$ cat config.mk
export PLATFORM = sky130hd
export DESIGN_NAME = song_play_ctrl
export DESIGN_NICKNAME = d
export VERILOG_FILES = /design/src/rtl/song_play_ctrl.sv
export SDC_FILE = /design/constraint.sdc
export NUM_CORES = 1
export LEC_CHECK = 0
export CAP_MARGIN = 10
export CORE_ASPECT_RATIO = 0.9
export CORE_MARGIN = 2
export CORE_UTILIZATION = 50
export DETAILED_ROUTE_END_ITERATION = 10
export GPL_TIMING_DRIVEN = 0
export PLACE_DENSITY = 0.78
export SLEW_MARGIN = 20
export SYNTH_ARGS = -nofsm -noshare
export SYNTH_HDL_FRONTEND = slang
export SYNTH_SLANG_ARGS = --single-unit
$ cat constraint.sdc
create_clock -name clk_i -period 4.5 [get_ports clk_i]
set_clock_uncertainty 0.2 [all_clocks]
set_input_delay 0.45 -clock clk_i [delete_from_list [all_inputs] [get_ports clk_i]]
set_output_delay 0.45 -clock clk_i [all_outputs]
set_load 0.005 [all_outputs]
$ cat src/rtl/song_play_ctrl.sv
// song_play_ctrl: auto-play scheduler. Generates the tempo-scaled beat tick, steps the song-ROM
// address, runs the IDLE/PLAY/PAUSE play control and arbitrates the note between live keys and the ROM.
//   clk_i, rst_i           clock, asynchronous active-high reset
//   play_btn_i, stop_btn_i single-cycle button pulses (start/pause/resume, stop/rewind)
//   loop_en_i, tempo_i     loop at song end; beat period = BASE_DIV*(tempo_i+1) cycles
//   song_sel_i             song choice, latched at start
//   manual_note_i          live key note, NOTE_NONE when no key is held (has priority)
//   rom_note_i             song-ROM data for (song_sel_o, step_addr_o)
//   step_addr_o, song_sel_o, note_out_o, playing_o, beat_tick_o, done_o
module song_play_ctrl #(
  parameter int BASE_DIV = 3_125_000,
  parameter int STEPS = 64,
  parameter logic [3:0] NOTE_NONE = 4'd0,
  parameter int CNT_W = 24
) (
  input  logic       clk_i,
  input  logic       rst_i,
  input  logic       play_btn_i,
  input  logic       stop_btn_i,
  input  logic       loop_en_i,
  input  logic [1:0] tempo_i,
  input  logic       song_sel_i,
  input  logic [3:0] manual_note_i,
  input  logic [3:0] rom_note_i,
  output logic [5:0] step_addr_o,
  output logic       song_sel_o,
  output logic [3:0] note_out_o,
  output logic       playing_o,
  output logic       beat_tick_o,
  output logic       done_o
);
  localparam int SW = STEPS > 1 ? $clog2(STEPS) : 1;
  typedef enum logic [1:0] {IDLE, PLAY, PAUSE} state_t;
  state_t state_q, state_d;
  logic [SW-1:0] step_q, step_d;
  logic [CNT_W-1:0] cnt_q, cnt_d, period_q, period_d, period_new;
  logic song_q, song_d, tick_q, tick_d, done_q, done_d, manual, at_end;
  logic [3:0] note_q, note_d;
  assign manual = manual_note_i != NOTE_NONE;
  assign period_new = CNT_W'(BASE_DIV) * CNT_W'(tempo_i) + CNT_W'(BASE_DIV);
  assign at_end = cnt_q == period_q - CNT_W'(1);
  assign step_addr_o = 6'(step_q);
  assign song_sel_o = song_q;
  assign note_out_o = note_q;
  assign playing_o = state_q == PLAY;
  assign beat_tick_o = tick_q;
  assign done_o = done_q;
  always_comb begin
    state_d = state_q;
    step_d = step_q;
    cnt_d = cnt_q;
    period_d = period_q;
    song_d = song_q;
    tick_d = 1'b0;
    done_d = 1'b0;
    note_d = manual ? manual_note_i : (state_q == PLAY ? rom_note_i : NOTE_NONE);
    if (stop_btn_i) begin
      state_d = IDLE;
      step_d = '0;
      cnt_d = '0;
    end else if (play_btn_i) begin
      state_d = state_q == PLAY ? PAUSE : PLAY;
      if (state_q == IDLE) begin
        song_d = song_sel_i;
        period_d = period_new;
        step_d = '0;
        cnt_d = '0;
      end
    end else if (state_q == PLAY && !manual) begin
      cnt_d = at_end ? '0 : cnt_q + CNT_W'(1);
      if (at_end) begin
        tick_d = 1'b1;
        // tempo is only re-sampled here so every beat has a whole period
        period_d = period_new;
        step_d = step_q + SW'(1);
        if (step_q == SW'(STEPS - 1)) begin
          step_d = '0;
          if (!loop_en_i) begin
            state_d = IDLE;
            done_d = 1'b1;
          end
        end
      end
    end
  end
  always_ff @(posedge clk_i or posedge rst_i) begin
    if (rst_i) begin
      state_q <= IDLE;
      step_q <= '0;
      cnt_q <= '0;
      period_q <= CNT_W'(BASE_DIV);
      song_q <= 1'b0;
      tick_q <= 1'b0;
      done_q <= 1'b0;
      note_q <= NOTE_NONE;
    end else begin
      state_q <= state_d;
      step_q <= step_d;
      cnt_q <= cnt_d;
      period_q <= period_d;
      song_q <= song_d;
      tick_q <= tick_d;
      done_q <= done_d;
      note_q <= note_d;
    end
  end
endmodule

==> flow_summary.toml <==
[synth]
synth_area_leaders = "dfrtp_1 33%, xor2_1 6.5%, nor2_1 4.5%"
asyncSetResetFlopFracSynth = 1.00
number_of_flops_mapped_to_enable_cells_by_yosys = 0
yosys_cell_types = 55
yosys-top-cells-count = "44 x dfrtp_1, 41 x nor2_1, 32 x nand2_1, 29 x nand3_1, 25 x xor2_1"
synthDominantCellAreaShare = 0.325
synthesis.instances = 395
synth.cell_area_um2 = 3390
ys.warnings.count = 0
most_used_flip_flop_cell_after_synthesis = "dfrtp_1"
seq_area_frac_synth = 0.364
yosys.cell_count.top_type = "dfrtp_1"
synth_seq_cells = 49
synth_fp_nets = 422
synth_top_area_cell = "dfrtp_1"
synthesis.area_per_instance_um2 = 8.57

[sta]
report.final.hold_viol_count = 0
maxSlewHeadroom = 0.305
number_of_max_slew_violations_in_the_final_report = 0
tightest_slew_ns = 1.03
final.hold.worst_slack_ns = 0.242
totalNegativeSetupSlack_ns = 0
setup_ws_ns = 0.599
post-route-min-period_ns = 3.90
maximum_clock_frequency_mhz = 256
unrepaired_setup_endpoints_after_global_routing = "false"
finalSetupViolations = 0
period_share = 0.867

[pwr]
power.ir.vdd_worst_v = 0.000121
sequentialPowerShare = 0.488
power_report.internal_total_w = 0.000689
power_share_of_the_clock_group = 0.343
p_sw_frac = 0.284
power_per_cell_area_nw_per_um2 = 246
power.share.combinational = 0.169
fin_total_pwr_w = 0.000962
netSwitchingPower_w = 0.000273
leakage_nw = 1.58

[floorplan]
floorplan.die.width_um = 90.8
row_count = 28
placeable_core_region_um2 = 6550
die_height_um = 82.1
top_level_ports = 30
initial_core_util = 0.517
die_area_um2 = 7450

[setup_path]
element_type_at_the_critical_path_start = "register"
path_delay_family = "compound AO/OA/AOI/OAI gates"
ordered_list_of_cells_on_the_worst_path = "buf_2 -> inv_1 -> ha_1 -> ha_1 -> xor2_1 -> o2111ai_1 -> nor4b_1 -> o2111ai_1 -> a2111o_1 -> clkbuf_1 -> buf_2 -> nand3_1 -> o311ai_0"
timing.critical_path.arrival_ns = 3.86
cp_slowest_cell = "dfstp_2"
slowest_delay_ns = 0.58
path_class = "register to register"
crit_required_ns = 4.46
critical_path.n_buffers_inverters = 4
critical_path_peak_fanout = 10
crit_path_end_kind = "register"

[global_routing]
antenna_violations_before_repair = 0
grt_first_pass_wirelength_um = 14600
largest_net_degree_at_the_start_of_global_routing = 33
grt_pass1_vias = 3030
globalRouteOverflowTotal = 0
global_route.usage.total = 0.243

[clock_network]
post-cts-setup-buffer-count = 0
register_clock_pin_slew_on_the_reported_worst_setup_and_hold_paths_ns = 0.10
cts_resized = 0
tritoncts = "built"
clock_root_buffer = "clkbuf_8"
cts_buffer_depth = 2
clock_tree.htree_level_count = 2
tritoncts.num_buffers = 5
cts.hold.buffers_added = 0
clk-insertion-delay-late_ns = 0.32
clock-sinks = 49

[drt]
met3_length_um = 447
drtIter0Drc = 208
via_per_inst = 5.96
dr_wl_met2_um = 3800
m1WireLength_um = 4000
drc = 0
post_drt_wl_per_cell_um = 16.1
detailedRoute.firstPassIterationCount = 5
detailroute.via_count = 3112
ant_nets = 0
maxUsedRoutingLayer = "met4"
route.final.wire_length_um = 8390

[run]
drv_cap = 0

[placed_design]
dp.final_hpwl_um = 6140
io_buffer_count = 28
place_congestion = 0.921
dp_worst_setup_slack_ns = 0.671

[worst_hold_path]
timing.hold.worst.class = "primary input to async pin"

[outcome]
outcome = "finished, final reports clean"

[final_layout]
final_util = 0.598
antenna_cells_inserted = 0
syn_to_final_growth_pct = 15.6
drive_gt1_frac = 0.0741
finalNetCount = 458
[state kept, by name, indices dropped and copies added (netlist names)]
name	flops
cnt_q	24
state_q	2
beat_tick_o	1
song_sel_o	1
step_addr_o	6
done_o	1
period_q	10
note_out_o	4
[cells in the final DEF (no fill, tap or decap), types with 6 or more instances in the layout]
cell type        instances
a21o_1                   7
a21oi_1                  7
a31oi_1                 10
and3_1                   8
buf_2                    6
clkbuf_1                18
clkdlybuf4s50_1         28
dfrtp_1                 44
ha_1                    11
inv_1                   16
nand2_1                 32
nand3_1                 29
nand4_1                  9
nor2_1                  41
nor3_1                  16
nor4b_1                  6
o31ai_1                  8
or4_1                    8
xnor2_1                 14
xor2_1                  25
[power groups by stage]
stage          clock network (W)  logic (W)  registers (W)
3_5_place_dp                   0   0.000161       0.000478
2_1_floorplan                  0   0.000105       0.000476
5_1_grt                 0.000352   0.000181       0.000472
6_report                0.000329   0.000163       0.000470
4_1_cts                 0.000334   0.000162       0.000470
3_3_place_gp                   0   0.000154       0.000477
[path summary, 6_finish.rpt]
check,startpoint,slack [ns],depth (start not counted),end
max,period_q[8]$_DFFE_PP1P_,0.60,13,period_q[22]$_DFFE_PP0P_
min,rst_i,0.24,2,cnt_q[2]$_DFFE_PP0P_
max reg2reg,period_q[8]$_DFFE_PP1P_,0.60,13,period_q[22]$_DFFE_PP0P_
min reg2reg,song_sel_o$_DFFE_PP0P_,0.32,1,song_sel_o$_DFFE_PP0P_
max in group asynchronous,rst_i,3.29,3,period_q[8]$_DFFE_PP1P_
min in group clk_i,song_sel_o$_DFFE_PP0P_,0.32,1,song_sel_o$_DFFE_PP0P_
[cells by family after synthesis]
| family | Yosys count | share of synthesized area |
|---|---|---|
| XOR/XNOR | 39 | 0.101 |
| AO/OA/AOI/OAI | 64 | 0.136 |
| buffers and inverters | 44 | 0.0513 |
| AND/OR/NAND/NOR | 185 | 0.297 |
| adder cells (fa/ha/maj) | 11 | 0.0406 |
| multiplexers | 3 | 0.00960 |
| flip-flops | 49 | 0.364 |
[final cells by class]
type | count | area, um^2
tap | 90 | 113
timing repair buffer | 29 | 300
fill | 601 | 2640
buffer | 27 | 110
multi-input combinational | 302 | 1980
sequential | 49 | 1230
inverter | 17 | 63.8
clock buffer | 5 | 68.8
clock inverter | 3 | 46.3
[routing by layer]
layer / up-vias / global-route usage
li1: 1508 / -
met1: 1479 / 0.329
met2: 105 / 0.401
met3: 20 / 0.0385
met4: 0 / 0.0815
met5: - / 0
[through the flow]
step,instances,area (um^2)
final,522,3920
after global routing,522,3920
after CTS,522,3920
after detailed placement,514,3800
after global placement,513,3780
after floorplan,395,3390
No activity file was read; power rests on OpenSTA's default activity.
